--- config.mk ---
export PLATFORM = sky130hd
export DESIGN_NAME = dip_scan_reader_flat
export DESIGN_NICKNAME = d
export VERILOG_FILES = /design/src/rtl/dip_scan_pkg.sv /design/src/rtl/dip_scan_reader_if.sv /design/src/rtl/dip_tick_gen.sv /design/src/rtl/dip_scan_reader.sv /design/src/flat_wrapper.sv
export SDC_FILE = /design/constraint.sdc
export NUM_CORES = 1
export LEC_CHECK = 0
export ABC_AREA = 1
export CAP_MARGIN = 10
export CORE_UTILIZATION = 60
export CTS_BUF_LIST = sky130_fd_sc_hd__clkbuf_2
export DETAILED_ROUTE_END_ITERATION = 10
export PLACE_DENSITY = 0.84
export RECOVER_POWER = 100
export SLEW_MARGIN = 15
export SYNTH_ARGS = -nofsm -noshare
export SYNTH_HDL_FRONTEND = slang
export SYNTH_SLANG_ARGS = --single-unit
--- constraint.sdc ---
create_clock -name clk -period 3 [get_ports clk]
set_input_delay 0.45 -clock clk [delete_from_list [all_inputs] [get_ports clk]]
set_output_delay 0.45 -clock clk [all_outputs]
set_load 0.03 [all_outputs]
--- src/rtl/dip_scan_pkg.sv ---
// Shared types and helpers for the DIP switch scan reader.
// Holds the scan FSM state encoding and the counter width helper used
// by the reader top level and its tick divider.
package dip_scan_pkg;

    // Scan sequence: idle, parallel load, then low/high half of each
    // serial clock, then one cycle to publish the frame.
    typedef enum logic [2:0] {
        IDLE     = 3'd0,
        LOAD     = 3'd1,
        SHIFT_LO = 3'd2,
        SHIFT_HI = 3'd3,
        UPDATE   = 3'd4
    } scan_state_t;

    // Width of a counter that must hold 0..n-1; never less than one bit
    // so degenerate sizes still give a legal vector.
    function automatic int cnt_width(input int n);
        return (n <= 1) ? 1 : $clog2(n);
    endfunction

endpackage

--- src/rtl/dip_scan_reader_if.sv ---
// Serial link to the 74HC165-style shift register chain.
// The reader (master) drives the shift clock and the active-low load
// strobe and receives serial data from the last register in the chain.
interface dip_scan_reader_if;

    logic dip_sin;
    logic dip_sclk;
    logic dip_latch_n;

    modport master (
        input  dip_sin,
        output dip_sclk,
        output dip_latch_n
    );

    modport slave (
        output dip_sin,
        input  dip_sclk,
        input  dip_latch_n
    );

endinterface

--- src/rtl/dip_tick_gen.sv ---
// Scan tick divider: counts 0..CLK_DIV-1 and pulses tick for one clk
// at the terminal count. While clr is high the count is held at zero
// and no tick is produced, so every phase started after a clear lasts
// exactly CLK_DIV clocks.
module dip_tick_gen
    import dip_scan_pkg::*;
#(
    parameter int CLK_DIV = 4
) (
    input  logic clk,
    input  logic rst_n,
    input  logic clr,
    output logic tick
);

    localparam int            DW       = cnt_width(CLK_DIV);
    localparam logic [DW-1:0] DIV_LAST = DW'(CLK_DIV - 1);

    logic [DW-1:0] count;

    // Free-running modulo-CLK_DIV count, parked at zero while cleared.
    always_ff @(posedge clk or negedge rst_n) begin
        if (!rst_n) begin
            count <= '0;
        end else if (clr || (count == DIV_LAST)) begin
            count <= '0;
        end else begin
            count <= count + DW'(1);
        end
    end

    assign tick = !clr && (count == DIV_LAST);

endmodule

--- src/rtl/dip_scan_reader.sv ---
// Serial reader for the DIP switch shift register chain.
// Generates a divided shift clock and an active-low load strobe, shifts
// in N_BITS per frame and publishes the word on data_out with one-clk
// data_valid / data_changed strobes, scanning continuously while
// scan_en is high.
// Optional build macro DIP_DEBOUNCE_EN: data_out only follows a word
// after DEB_FRAMES identical consecutive frames (first frame excepted).
module dip_scan_reader
    import dip_scan_pkg::*;
#(
    parameter int N_BITS     = 24,
    parameter int CLK_DIV    = 4,
    parameter int MSB_FIRST  = 1,
    parameter int DEB_FRAMES = 2
) (
    input  logic                clk,
    input  logic                rst_n,
    input  logic                scan_en,
    dip_scan_reader_if.master   chain,
    output logic [N_BITS-1:0]   data_out,
    output logic                data_valid,
    output logic                data_changed,
    output logic                busy
);

    localparam int            BW       = cnt_width(N_BITS);
    localparam logic [BW-1:0] BIT_LAST = BW'(N_BITS - 1);

    scan_state_t        state;
    scan_state_t        next_state;
    logic               tick;
    logic               div_clr;
    logic [BW-1:0]      bit_cnt;
    logic [BW-1:0]      sample_idx;
    logic [N_BITS-1:0]  shadow;
    logic               first_frame;
    logic               latch_n_q;
    logic               sclk_q;
    logic               load_word;

    // The divider is also cleared in UPDATE so the LOAD phase of a
    // back-to-back frame gets a full tick period.
    assign div_clr = (state == IDLE) || (state == UPDATE);

    dip_tick_gen #(
        .CLK_DIV (CLK_DIV)
    ) u_tick (
        .clk   (clk),
        .rst_n (rst_n),
        .clr   (div_clr),
        .tick  (tick)
    );

    // State register.
    always_ff @(posedge clk or negedge rst_n) begin
        if (!rst_n) begin
            state <= IDLE;
        end else begin
            state <= next_state;
        end
    end

    // Next-state logic; scan_en is only looked at between frames.
    always_comb begin
        next_state = state;
        case (state)
            IDLE:     if (scan_en) next_state = LOAD;
            LOAD:     if (tick) next_state = SHIFT_LO;
            SHIFT_LO: if (tick) next_state = SHIFT_HI;
            SHIFT_HI: if (tick) next_state = (bit_cnt == BIT_LAST) ? UPDATE : SHIFT_LO;
            UPDATE:   next_state = scan_en ? LOAD : IDLE;
            default:  next_state = IDLE;
        endcase
    end

    // Chain control pins are flops that follow the next state, so they
    // change on the same edge as the FSM and never glitch.
    always_ff @(posedge clk or negedge rst_n) begin
        if (!rst_n) begin
            latch_n_q <= 1'b1;
            sclk_q    <= 1'b0;
        end else begin
            latch_n_q <= (next_state != LOAD);
            sclk_q    <= (next_state == SHIFT_HI);
        end
    end

    assign chain.dip_latch_n = latch_n_q;
    assign chain.dip_sclk    = sclk_q;
    assign busy              = (state != IDLE);

    // Bit position within the frame; cleared at the end of LOAD and
    // held at its last value once the final bit is reached.
    always_ff @(posedge clk or negedge rst_n) begin
        if (!rst_n) begin
            bit_cnt <= '0;
        end else if ((state == LOAD) && tick) begin
            bit_cnt <= '0;
        end else if ((state == SHIFT_HI) && tick && (bit_cnt != BIT_LAST)) begin
            bit_cnt <= bit_cnt + BW'(1);
        end
    end

    // Map the serial bit position onto the parallel word.
    assign sample_idx = (MSB_FIRST != 0) ? (BIT_LAST - bit_cnt) : bit_cnt;

    // Capture serial data just before the shift clock rises; every
    // shadow bit is rewritten each frame so no clear is needed.
    always_ff @(posedge clk or negedge rst_n) begin
        if (!rst_n) begin
            shadow <= '0;
        end else if ((state == SHIFT_LO) && tick) begin
            shadow[sample_idx] <= chain.dip_sin;
        end
    end

`ifdef DIP_DEBOUNCE_EN
    localparam int            MW      = cnt_width(DEB_FRAMES);
    localparam logic [MW-1:0] DEB_MAX = MW'(DEB_FRAMES - 1);

    logic [N_BITS-1:0] last_frame;
    logic [MW-1:0]     match_cnt;
    logic [MW-1:0]     match_next;
    logic              frame_same;

    // Count how many frames in a row matched the previous one and decide
    // whether the stable word may be published.
    always_comb begin
        frame_same = (shadow == last_frame);
        match_next = '0;
        if (frame_same) begin
            match_next = (match_cnt == DEB_MAX) ? match_cnt : match_cnt + MW'(1);
        end
        load_word = first_frame || ((match_next == DEB_MAX) && (shadow != data_out));
    end

    // Debounce history, advanced once per completed frame.
    always_ff @(posedge clk or negedge rst_n) begin
        if (!rst_n) begin
            last_frame <= '0;
            match_cnt  <= '0;
        end else if (state == UPDATE) begin
            match_cnt <= match_next;
            if (!frame_same) begin
                last_frame <= shadow;
            end
        end
    end
`else
    // Every frame is published; only a different word counts as a change.
    assign load_word = first_frame || (shadow != data_out);
`endif

    // Publish the frame: valid every frame, data/changed only on load.
    always_ff @(posedge clk or negedge rst_n) begin
        if (!rst_n) begin
            data_out     <= '0;
            data_valid   <= 1'b0;
            data_changed <= 1'b0;
            first_frame  <= 1'b1;
        end else begin
            data_valid   <= (state == UPDATE);
            data_changed <= (state == UPDATE) && load_word;
            if (state == UPDATE) begin
                if (load_word) begin
                    data_out <= shadow;
                end
                first_frame <= 1'b0;
            end
        end
    end

endmodule

--- src/flat_wrapper.sv ---
// flat-port wrapper written by rule: the top's interface ports become plain ports
module dip_scan_reader_flat import dip_scan_pkg::*;
#(
    parameter int N_BITS     = 24,
    parameter int CLK_DIV    = 4,
    parameter int MSB_FIRST  = 1,
    parameter int DEB_FRAMES = 2
)
  (clk, rst_n, scan_en, data_out, data_valid, data_changed, busy, chain_dip_sin, chain_dip_sclk, chain_dip_latch_n);
  dip_scan_reader_if chain_i ();
  input  logic clk;
  input  logic rst_n;
  input  logic scan_en;
  output logic [N_BITS-1:0] data_out;
  output logic data_valid;
  output logic data_changed;
  output logic busy;
  input wire logic [$bits(chain_i.dip_sin)-1:0] chain_dip_sin;
  output wire logic [$bits(chain_i.dip_sclk)-1:0] chain_dip_sclk;
  output wire logic [$bits(chain_i.dip_latch_n)-1:0] chain_dip_latch_n;
  assign chain_i.dip_sin = chain_dip_sin;
  assign chain_dip_sclk = chain_i.dip_sclk;
  assign chain_dip_latch_n = chain_i.dip_latch_n;
  dip_scan_reader #(.N_BITS(N_BITS), .CLK_DIV(CLK_DIV), .MSB_FIRST(MSB_FIRST), .DEB_FRAMES(DEB_FRAMES)) u_core (.clk(clk), .rst_n(rst_n), .scan_en(scan_en), .chain(chain_i), .data_out(data_out), .data_valid(data_valid), .data_changed(data_changed), .busy(busy));
endmodule
# ---- Word level (Yosys, flattened, before mapping)
# Cells that the tools add are included.
dict set report op_classes {
  add_sub_neg 3
  order_cmp 2
  n_eq_ne 10
  mux 13
  n_reduce_logical 15
}
# operator count
set ops {}
lappend ops {{bitwise mux 24 bit} 1}
lappend ops {{inequality test 24 bit} 1}
lappend ops {{2-to-1 mux 3 bit} 5}
lappend ops {{case mux 3 bit (5 select lines)} 1}
lappend ops {{2-to-1 mux 5 bit} 2}
lappend ops {{== test 3 x 2 -> 1 bit (second input constant)} 3}
lappend ops {{logical AND 1 bit} 7}
lappend ops {{< comparator 5 x 6 -> 1 bit (second input constant)} 1}
lappend ops {{adder 5 x 1 -> 5 bit (second input constant)} 1}
lappend ops {{demux 1 bit (select 5 bit)} 1}
lappend ops {{== test 5 bit (second input constant)} 1}
lappend ops {{greater-or-equal comparator 5 x 1 -> 1 bit (second input constant)} 1}
lappend ops {{inequality test 5 bit (second input constant)} 1}
lappend ops {{subtractor 5 bit (first input constant)} 1}
lappend ops {{== test 3 x 1 -> 1 bit (second input constant)} 1}
lappend ops {{== test 3 bit (second input constant)} 1}
lappend ops {{logical NOT 3 bit} 1}
lappend ops {{logical OR 1 bit} 3}
lappend ops {{inequality test 3 x 1 -> 1 bit (second input constant)} 1}
lappend ops {{nonzero test 3 bit} 1}
lappend ops {{adder 2 x 1 -> 2 bit (second input constant)} 1}
lappend ops {{== test 2 bit (second input constant)} 1}
lappend ops {{2-to-1 mux 1 bit} 2}
lappend ops {{2-to-1 mux 2 bit} 1}
lappend ops {{3 further kinds} 3}
dict set report totals {
  regBits 63
  inputBits 4
  out_inout_bits 29
  word_cells 53
}

# ---- Depth between registers and ports, before layout
# Gate-level depths: netlist of run 1.
dict set report logic_depth {
  word_depth 8
  depth_mapped 11
  mapped_depth_nobuf 10
}

# ---- Cells and area by module
# Synthesis of run 1 repeated with hierarchy kept, for this count alone.
dict set report hier_totals {
  hier_cells 383
  hier_area_um2 3098.0
}
# module instances cells_each area_each_um2 seq_area_each_um2
set by_module_without_submodules {}
lappend by_module_without_submodules {dip_scan_reader 1 373 3009.1 1529.0}
lappend by_module_without_submodules {dip_tick_gen 1 10 88.8 50.0}

# ---- Worst setup path before layout of run 1
# No wires, ideal clock.
dict set report synth_path {
  path_kind {reg2reg}
  from {register u_core.data_out[8]}
  to {register u_core.data_out[14]}
  setup_ps 118
  arrival_time_ps 1398
  required_time_ps 2882
  slack_ps 1484
  stages_incl_launch_ff 11
  cell_sequence {dfrtp_1 > inv_1 > nand2_1 > nand2_1 > nor2_1 > nand3_1 > nor2_1 > nand3_2 > buf_2 > nand3_1 > nand2_1}
}
dict set report synth_between {
  elab_chain_len 3
}
# element line_no
set synth_rtl {}
lappend synth_rtl {{start: declaration} dip_scan_reader.sv:20} ;# output logic [N_BITS-1:0] data_out,
lappend synth_rtl {{start signal: assignment} dip_scan_reader.sv:166} ;# data_out <= shadow;
lappend synth_rtl {{inequality test 24 bit} dip_scan_reader.sv:151} ;# assign load_word = first_frame || (shadow != data_out);
lappend synth_rtl {{logical OR 1 bit} dip_scan_reader.sv:151}
lappend synth_rtl {{AND reduction 2 bit (no source line)} n/a}
# No other way between the ends.
# A chain may end at the register's enable or synchronous reset.

# ---- Worst setup path after layout of run 1
dict set report layout_path {
  from {register u_core.state[2]}
  to {register u_core.data_out[5]}
}
dict set report layout_between {
  elab_chain_len 2
}
# element line_no
set layout_rtl {}
lappend layout_rtl {{start: declaration} dip_scan_reader.sv:29} ;# scan_state_t state;
lappend layout_rtl {{start signal: assignment} dip_scan_reader.sv:59} ;# state <= next_state;
lappend layout_rtl {{== test 3 bit} dip_scan_reader.sv:164} ;# if (state == UPDATE) begin
lappend layout_rtl {{AND reduction 2 bit (no source line)} n/a}
# No other way between the ends.

==> results of run 1 <==
-- where the power goes --
part	switching, mW	internal (mW)
sequential	0.00375	0.854
clock	0.286	0.117
combinational	0.0268	0.00785
-- logic make-up (layout without fill, tap and decap cells) --
kind of cell,Yosys count,count (layout),synth area share [%]
flops,63,63,50.2
fa+ha+maj,5,5,1.99
buf+inv,59,102,7.84
compound gates,54,54,9.35
simple gates,198,198,29.2
xor+xnor,5,5,1.39
-- state kept, by name (all words and copies together), names as in the netlist --
| name | flops |
|---|---|
| u_core.chain.dip_latch_n | 1 |
| u_core.data_changed | 1 |
| u_core.bit_cnt | 5 |
| u_core.data_valid | 1 |
| u_core.state | 3 |
| u_core.chain.dip_sclk | 1 |
| u_core.data_out | 24 |
| u_core.u_tick.count | 2 |
| u_core.first_frame | 1 |
| u_core.shadow | 24 |
-- layer usage --
metal / global-route usage, % / vias up / routed length (um)
met1: 36.6 / 1243 / 2900
met5: 0 / - / 0
li1: - / 1308 / -
met3: 3.79 / 9 / 312
met4: 12.2 / 0 / 88
met2: 42.3 / 79 / 3120
-- layout make-up --
class	count	area share, %
Sequential cell	63	44.9
Multi-Input combinational cell	262	35.6
Timing Repair Buffer	36	9.60
Inverter	50	5.33
Tap cell	67	2.38
Clock buffer	13	1.85
Clock inverter	3	0.356
-- worst max-delay path by stage --
| stage | start | endpoint | cells after the start |
|---|---|---|---|
| 2_1_floorplan | u_core.data_out[8] | u_core.data_out[14] | 10 |
| 3_3_place_gp | u_core.state[1] | busy | 3 |
| 3_5_place_dp | u_core.state[1] | busy | 3 |
| 4_1_cts | u_core.state[1] | busy | 3 |
| 5_1_grt | u_core.state[1] | u_core.data_out[5] | 4 |
| 6_report | u_core.state[2] | u_core.data_out[5] | 5 |
-- layout by cell type, fill, tap and decap left out, types with 4 or more instances in the layout --
cell,synthesis,layout
inv_1,41,45
dfrtp_1,61,61
nor2_1,43,48
nand2_1,102,103
ha_1,5,5
nor3_1,3,5
nand3_1,31,32
o21ai_0,9,9
clkbuf_2,0,14
inv_2,8,4
dlygate4sd3_1,0,29
a21oi_1,24,24
a31oi_1,17,17
==> reports/summary.txt, run 1 <==
Outcome -> finished with violations
Violated checks -> max-capacitance violations, max-slew violations
Crit. End Element -> flop
Routed wire length per instance -> 13.0 um
H-tree Lvls -> 3
Final setup violating endpoints -> 0
Peak supply drop -> 0.253 mV
Min cycle time layout -> 2440 ps
Tcrit/Tclk final -> 81.4%
Synth top area share -> 48.5%
Die height -> 74.4 um
Drt via density -> 5.34
Worst slew pin tran -> 1540 ps
Worst setup SP type -> flop
Worst-path clk slew -> 180 ps
Multi-input logic area -> 1250 um2
Clock tree sinks -> 63
Total Wirelength -> 6420 um
Max FO, Critical Path -> 25
Hold slack -> 250 ps
Synth unique cells -> 33
Kind of critical path -> flop to flop
Inst Count DP -> 478
Max Root-Sink Buffers -> 2
Count leader, synth -> nand2_1
Max_slew headroom -> -3.66%
Via count of the first global-routing pass -> 2476
Root Buffer -> clkbuf_2
Critical path's largest stage delay -> 1180 ps
CTS Buf Count -> 9
Fillers -> 402
Die area -> 5540 um2
Antenna viol nets, final -> 0
Register Area -> 1580 um2
Cell Area, Placed -> 3520 um2
Post-place setup slack -> 1140 ps
Most frequent cells after synthesis -> nand2_1, dfrtp_1, nor2_1
Data required, critical path -> 3360 ps
Worst skew pair latency -> 460 ps
Number of synthesized flops with an enable pin -> 0
Top_reg_cell synth -> dfrtp_1
Max Cap Viol -> 1
Final setup TNS -> 0 ps
Arrival time worst endpoint -> 2810 ps
PortBufs -> 32
Layout cells sized above 1 -> 7.03%
First-pass GRT wire length -> 11100 um
Post-Synthesis Cell Area -> 3150 um2
PostCTS Resize Cnt -> 0
Total number of vias -> 2639
Design Power -> 1.30 mW
Worst Skew -> 35.0 ps
Syn_area_per_cell -> 8.19 um2
Buf/Inv on CP -> 1
Num ports -> 33
Cell family with most CP delay -> simple AND/OR/NAND/NOR gates
Area grow syn2layout -> 11.9%
GRT overflow -> 0
Fin nets -> 431
Synth async-reset ratio -> 100%
Final RePlAce weighted congestion -> 0.891
CTS tree -> built
Initial antenna violation count -> 0
DRC errors left -> 0
Worst r2r src -> u_core.state[2]
Synth Net Count -> 393
Core ar. -> 4880 um2
Initial Util -> 64.5%
Pin count of the biggest net entering global routing -> 54
Area leader, netlist -> dfrtp_1
Mapped Cells -> 384
Reg2Reg Depth -> 5
R2r setup slk -> 560 ps
Hold-fix buffers, CTS -> 0
Seq/Total Area, Yosys -> 50.2%
CP most frequent cell -> nand2_1
CP max-delay cell -> nor3_1
Top post-synthesis cells by area -> dfrtp_1, nand2_1, nor2_1
CP cell instances -> inv_1, nor3_1, nand2_4, nand2_1, nand2_1
Synth warn -> 0
Cell Count, Final, Fillers Out -> 494
Reg-to-Reg End -> u_core.data_out[5]
Leakage -> 1.87 nW
Initial drt markers -> 241
Hold Path Class -> input port to asynchronous set/reset pin
Final Cell Area -> 3520 um2
Die width -> 74.4 um
Final WS setup -> 558 ps
Seq cells post-synth -> 63
Power per standard cell area -> 368 nW/um2
RSZ-0062 raised after global routing -> no
Slew Limit Fails -> 12
First drt pass iteration count -> 5
Post-layout util -> 72.1%
Overall routing resource usage -> 26.7%
Post-DP HPWL -> 4590 um
Hold Fails Final Rpt -> 0
# diodes -> 0
Maximum achievable frequency -> 409 MHz
Post CTS Setup Buffer Count -> 0
Row count -> 25
Note: power is estimated with default switching activity, not from simulation.
==> inputs of run 2 (changes only) <==
Settings changed: CORE_UTILIZATION 60 to 59, PLACE_DENSITY 0.84 to 0.83.
Clock period 3 ns to 2.28 ns, I/O delays scaled along.
==> reports/summary.txt, run 2 (synthesis gave the netlist of run 1 again) <==
Outcome -> finished clean (was finished with violations)
Worst-path clk slew -> 170 ps (was 180 ps)
Fillers -> 406 (was 402)
Initial drt markers -> 170 (was 241)
Max Cap Viol -> 0 (was 1)
Final RePlAce weighted congestion -> 0.800 (was 0.891)
Overall routing resource usage -> 27.0% (was 26.7%)
H-tree Lvls -> 3 (unchanged)
# diodes -> 0 (unchanged)
Commonest non-fill, non-tap cell in the layout -> nand2_1 (unchanged)
PortBufs -> 32 (unchanged)
Total Wirelength -> 6580 um (was 6420 um)
Worst hold path depth -> 2
Internal Power -> 1.49 mW (was 0.979 mW)
Hold Path Class -> flop to flop (was input port to asynchronous set/reset pin)
Most frequent cells in the layout -> nand2_1, dfrtp_1, nor2_1 (unchanged)
Maximum achievable frequency -> 464 MHz
Post CTS Setup Buffer Count -> 0 (unchanged)
Reg-to-Reg End -> u_core.bit_cnt[2] (was u_core.data_out[5])
Row count -> 26 (was 25)
Die width -> 75.0 um (was 74.4 um)
Kind of critical path -> flop to output port (was flop to flop)
CTS tree -> built (unchanged)
Hold Fails Final Rpt -> 0 (unchanged)
Total number of vias -> 2633 (was 2639)
Power per standard cell area -> 532 nW/um2 (was 368 nW/um2)
Clock group share of total power -> 38.8% (was 31.1%)
Min cycle time layout -> 2150 ps
Pin count of the biggest net entering global routing -> 32 (was 54)
Antenna viol nets, final -> 0 (unchanged)
Final setup TNS -> 0 ps (unchanged)
Design Power -> 1.93 mW (was 1.30 mW)
Clock tree sinks -> 63 (unchanged)
Routed wire length per instance -> 13.2 um (was 13.0 um)
Worst slew pin tran -> 1350 ps (was 1540 ps)
Num ports -> 33 (unchanged)
GRT overflow -> 0 (unchanged)
DRC errors left -> 0 (unchanged)
Tcrit/Tclk final -> 94.5%
Slew Limit Fails -> 0 (was 12)
First-pass GRT wire length -> 11100 um (about the same)
Reg2Reg Depth -> 7 (was 5)
Final setup violating endpoints -> 0 (unchanged)
CTS Buf Count -> 9 (unchanged)
Hold path startpoint -> u_core.first_frame
Die area -> 5630 um2 (was 5540 um2)
Worst r2r src -> u_core.bit_cnt[3] (was u_core.state[2])
Root Buffer -> clkbuf_2 (unchanged)
Worst skew pair latency -> 480 ps (was 460 ps)
Core ar. -> 5110 um2 (was 4880 um2)
Leakage -> 1.93 nW (was 1.87 nW)
Largest regs -> u_core.data_out x24, u_core.shadow x24, u_core.bit_cnt x5 (unchanged)
P_sw -> 0.433 mW (was 0.316 mW)
Max FO, Critical Path -> 5 (was 25)
R2r setup slk -> 260 ps (was 560 ps)
Initial antenna violation count -> 0 (unchanged)
Post-DP HPWL -> 4800 um (was 4590 um)
RSZ-0062 raised after global routing -> no (unchanged)
Hold EP -> u_core.first_frame
Area grow syn2layout -> 15.2% (was 11.9%)
Peak supply drop -> 0.336 mV (was 0.253 mV)
Die height -> 75.0 um (was 74.4 um)
Initial Util -> 61.6% (was 64.5%)
Layout cells sized above 1 -> 8.43% (was 7.03%)
Worst Skew -> 14.0 ps (was 35.0 ps)
Via count of the first global-routing pass -> 2351 (was 2476)
Crit. End Element -> output port (was flop)
Combinational Power Share -> 2.6% (was 2.7%)
Reg power frac -> 58.6% (was 66.2%)
Max Root-Sink Buffers -> 2 (unchanged)
First drt pass iteration count -> 4 (was 5)
Data required, critical path -> 1940 ps (was 3360 ps)
Drt via density -> 5.30 (was 5.34)
Fin nets -> 432 (was 431)
Max_slew headroom -> 10.1% (was -3.66%)
Arrival time worst endpoint -> 1810 ps (was 2810 ps)
Worst setup SP type -> flop (unchanged)
Switching Share -> 22.5% (was 24.4%)
==> run 2: changes by cell type in the layout (fill, tap and decap cells not counted), sizes merged <==
cell / change
clkdlybuf4s50: +1
clkbuf: -3
bufinv: +2
==> run 2: worst max-delay path: stages (launching register included) <==
cell	delay, ps
dfrtp_2	500
nor2_4	180
nand2_1	60
clkdlybuf4s50_1	590
==> run 2: metrics by stage <==
stage | std cells | setup WS, ps | util, % | hold slack [ps] | cell area, um2
after floorplan | 384 | 764 | - | 46.4 | 3150
after global placement | 481 | 543 | 69.2 | 361 | 3530
after detailed placement | 481 | 491 | 69.2 | 363 | 3530
after CTS | 497 | 10.4 | 71.8 | 351 | 3670
after global routing | 497 | 44.6 | 70.9 | 473 | 3620
final | 497 | 125 | 70.9 | 462 | 3620
==> run 2: repair_timing <==
item,4_1_cts,5_1_grt
hold buffers,1,0
resized for setup,1,2
endpoints found under the hold margin,22,0
setup endpoints to repair,1,1
==> run 2: worst max-delay path by stage <==
| stage | startpoint | endpoint | slack (ps) | cells after the start |
|---|---|---|---|---|
| after CTS | u_core.state[1] | busy | 10 | 3 |
| after floorplan | u_core.data_out[8] | u_core.data_out[14] | 760 | 10 |
| final | u_core.state[1] | busy | 130 | 3 |
| after global placement | u_core.state[1] | busy | 540 | 3 |
| after global routing | u_core.state[1] | busy | 40 | 3 |
| after detailed placement | u_core.state[1] | busy | 490 | 3 |
==> run 2: final cells by class <==
| class | count | area, um2 | area share, % |
|---|---|---|---|
| Tap cell | 70 | 87.6 | 2.42 |
| Clock buffer | 10 | 50.0 | 1.38 |
| Sequential cell | 63 | 1580 | 43.6 |
| Multi-Input combinational cell | 262 | 1280 | 35.4 |
| Timing Repair Buffer | 37 | 362 | 9.98 |
| Clock inverter | 5 | 73.8 | 2.04 |
| Inverter | 50 | 188 | 5.18 |
==> run 2: routing by layer <==
| metal | wire, um | GRT usage (%) | up-vias |
|---|---|---|---|
| met3 | 295 | 4.82 | 10 |
| met5 | 0 | 0 | - |
| met4 | 111 | 11.7 | 0 |
| met2 | 3200 | 42.2 | 75 |
| met1 | 2970 | 37.2 | 1235 |
| li1 | - | - | 1313 |
==> run 2: power groups by stage <==
stage                     Combinational (mW)  Sequential [mW]  Clock [mW]
after CTS                             0.0522             1.13       0.758
after detailed placement              0.0509             1.15           0
after floorplan                       0.0154             1.15           0
final                                 0.0494             1.13       0.748
after global placement                0.0495             1.15           0
after global routing                  0.0585             1.13       0.812
==> inputs of run 3 (changes only) <==
Settings changed: CAP_MARGIN 10 to 20, CORE_MARGIN set to 5.
==> reports/summary.txt, run 3 (synthesis gave the netlist of run 1 again) <==
P_sw -> 0.407 mW (was 0.433 mW)
Internal Power -> 1.29 mW (was 1.49 mW)
Commonest non-fill, non-tap cell in the layout -> nand2_1 (unchanged)
Pin count of the biggest net entering global routing -> 41 (was 32)
Antenna viol nets, final -> 0 (unchanged)
Most frequent cells in the layout -> nand2_1, dfrtp_1, nor2_1 (unchanged)
Post-place setup slack -> 531 ps (was 491 ps)
Max_slew headroom -> 5.40% (was 10.1%)
# diodes -> 0 (unchanged)
Num ports -> 33 (unchanged)
Post-DP HPWL -> 4800 um (about the same)
Slew Limit Fails -> 0 (unchanged)
Die area -> 6890 um2 (was 5630 um2)
Total Wirelength -> 6580 um (about the same)
Switching Share -> 24.0% (was 22.5%)
CP cell instances -> dlygate4sd3_1 (was nor2_4, nand2_1, clkdlybuf4s50_1)
Clock tree sinks -> 63 (unchanged)
Worst Skew -> 19.7 ps (was 14.0 ps)
Reg2Reg Depth -> 10 (was 7)
Leakage -> 1.92 nW (was 1.93 nW)
DRC errors left -> 0 (unchanged)
Core ar. -> 5140 um2 (was 5110 um2)
Data required, critical path -> 1940 ps (about the same)
Initial Util -> 61.2% (was 61.6%)
Final setup violating endpoints -> 0 (unchanged)
Fin nets -> 432 (unchanged)
Post CTS Setup Buffer Count -> 0 (unchanged)
Critical path's largest stage delay -> 730 ps (was 590 ps)
Die width -> 83.0 um (was 75.0 um)
Initial drt markers -> 238 (was 170)
Hold slack -> 450 ps (was 462 ps)
PortBufs -> 32 (unchanged)
H-tree Lvls -> 3 (unchanged)
GRT overflow -> 0 (unchanged)
Initial antenna violation count -> 0 (unchanged)
Peak supply drop -> 0.254 mV (was 0.336 mV)
Tcrit/Tclk final -> 91.8% (was 94.5%)
Worst hold path depth -> 1 (was 2)
First drt pass iteration count -> 5 (was 4)
Worst skew pair latency -> 480 ps (about the same)
Min cycle time layout -> 2090 ps (was 2150 ps)
Maximum achievable frequency -> 478 MHz (was 464 MHz)
Drt via density -> 5.29 (was 5.30)
Area grow syn2layout -> 13.5% (was 15.2%)
Final WS setup -> 188 ps (was 125 ps)
Cell family with most CP delay -> buffers and inverters (unchanged)
Power per standard cell area -> 475 nW/um2 (was 532 nW/um2)
Largest regs -> u_core.data_out x24, u_core.shadow x24, u_core.bit_cnt x5 (unchanged)
CP max-delay cell -> dlygate4sd3_1 (was clkdlybuf4s50_1)
CP Depth -> 1 (was 3)
CTS Buf Count -> 9 (unchanged)
Max Root-Sink Buffers -> 2 (unchanged)
Clock group share of total power -> 30.6% (was 38.8%)
Die height -> 83.0 um (was 75.0 um)
Max Cap Viol -> 0 (unchanged)
Final setup TNS -> 0 ps (unchanged)
Max FO, Critical Path -> 1 (was 5)
Combinational Power Share -> 2.9% (was 2.6%)
Final RePlAce weighted congestion -> 0.826 (was 0.800)
Worst-path clk slew -> 160 ps (was 170 ps)
Total number of vias -> 2633 (unchanged)
Layout cells sized above 1 -> 7.48% (was 8.43%)
CTS tree -> built (unchanged)
Hold Fails Final Rpt -> 0 (unchanged)
Routed wire length per instance -> 13.2 um (about the same)
First-pass GRT wire length -> 11700 um (was 11100 um)
RSZ-0062 raised after global routing -> no (unchanged)
Overall routing resource usage -> 20.8% (was 27.0%)
Crit. End Element -> output port (unchanged)
Arrival time worst endpoint -> 1750 ps (was 1810 ps)
Kind of critical path -> flop to output port (unchanged)
Row count -> 26 (unchanged)
Buf/Inv on CP -> 1 (unchanged)
Worst setup SP type -> flop (unchanged)
Via count of the first global-routing pass -> 2497 (was 2351)
Hold Path Class -> flop to flop (unchanged)
Reg power frac -> 66.5% (was 58.6%)
Outcome -> finished clean (unchanged)
Root Buffer -> clkbuf_2 (unchanged)
Worst slew pin tran -> 1420 ps (was 1350 ps)
-- run 3: cell types whose count changed in the layout (fill, tap and decap cells not counted), moves of 2 or more --
cell,previous run,this run
bufinv_16,2,0
clkbuf_2,12,14
clkinv_1,2,4
clkinv_2,2,0
-- run 3: worst register-to-register path: cells and delay by family, from the launching register on --
family	cells	cell delay (ps)
DFF	1	440
buffers and inverters	2	220
and+or+nand+nor	8	1290
-- run 3: layout make-up --
type / count / area (um2)
sequential: 63 / 1580
fill: 434 / 1570
multi-input combinational: 262 / 1280
timing repair buffer: 37 / 359
inverter: 50 / 188
tap: 70 / 87.6
clock buffer: 13 / 65.1
clock inverter: 3 / 11.3
-- run 3: worst paths after layout --
kind / from / endpoint / slack (ps)
min: u_core.u_tick.count[0] / u_core.u_tick.count[0] / 450
min reg2reg: u_core.u_tick.count[0] / u_core.u_tick.count[0] / 450
min in group asynchronous: rst_n / u_core.state[1] / 700
max reg2reg: u_core.bit_cnt[3] / u_core.bit_cnt[4] / 250
max: u_core.chain.dip_latch_n / chain_dip_latch_n / 190
max in group asynchronous: rst_n / u_core.first_frame / 650
-- run 3: routing by layer --
layer | up-vias | wire length, um | track usage, %
met2 | 75 | 3300 | 34.9
li1 | 1314 | - | -
met3 | 13 | 306 | 4.55
met1 | 1231 | 2860 | 26.3
met5 | - | 0 | 0
met4 | 0 | 112 | 8.02
-- run 3: through the flow --
stage | total power [mW] | utilization (%) | instances | instance area (um2)
after floorplan | 1.16 | - | 384 | 3150
after global routing | 1.78 | 69.4 | 498 | 3570
final | 1.70 | 69.4 | 498 | 3570
after CTS | 1.72 | 70.4 | 498 | 3620
after detailed placement | 1.20 | 68.7 | 481 | 3530
after global placement | 1.20 | 68.7 | 481 | 3530
-- run 3: power by group through the flow --
stage	Combinational, mW	Sequential (mW)	Clock, mW
after floorplan	0.0154	1.15	0
after global placement	0.0489	1.15	0
after detailed placement	0.0500	1.15	0
after CTS	0.0513	1.13	0.537
after global routing	0.0572	1.13	0.592
final	0.0490	1.13	0.519
-- run 3: timing repair --
item | in CTS | in global routing
resized for setup | 1 | 0
hold endpoints to repair | 23 | 0
hold buffers | 1 | 0
endpoints found under the setup margin | 1 | 0
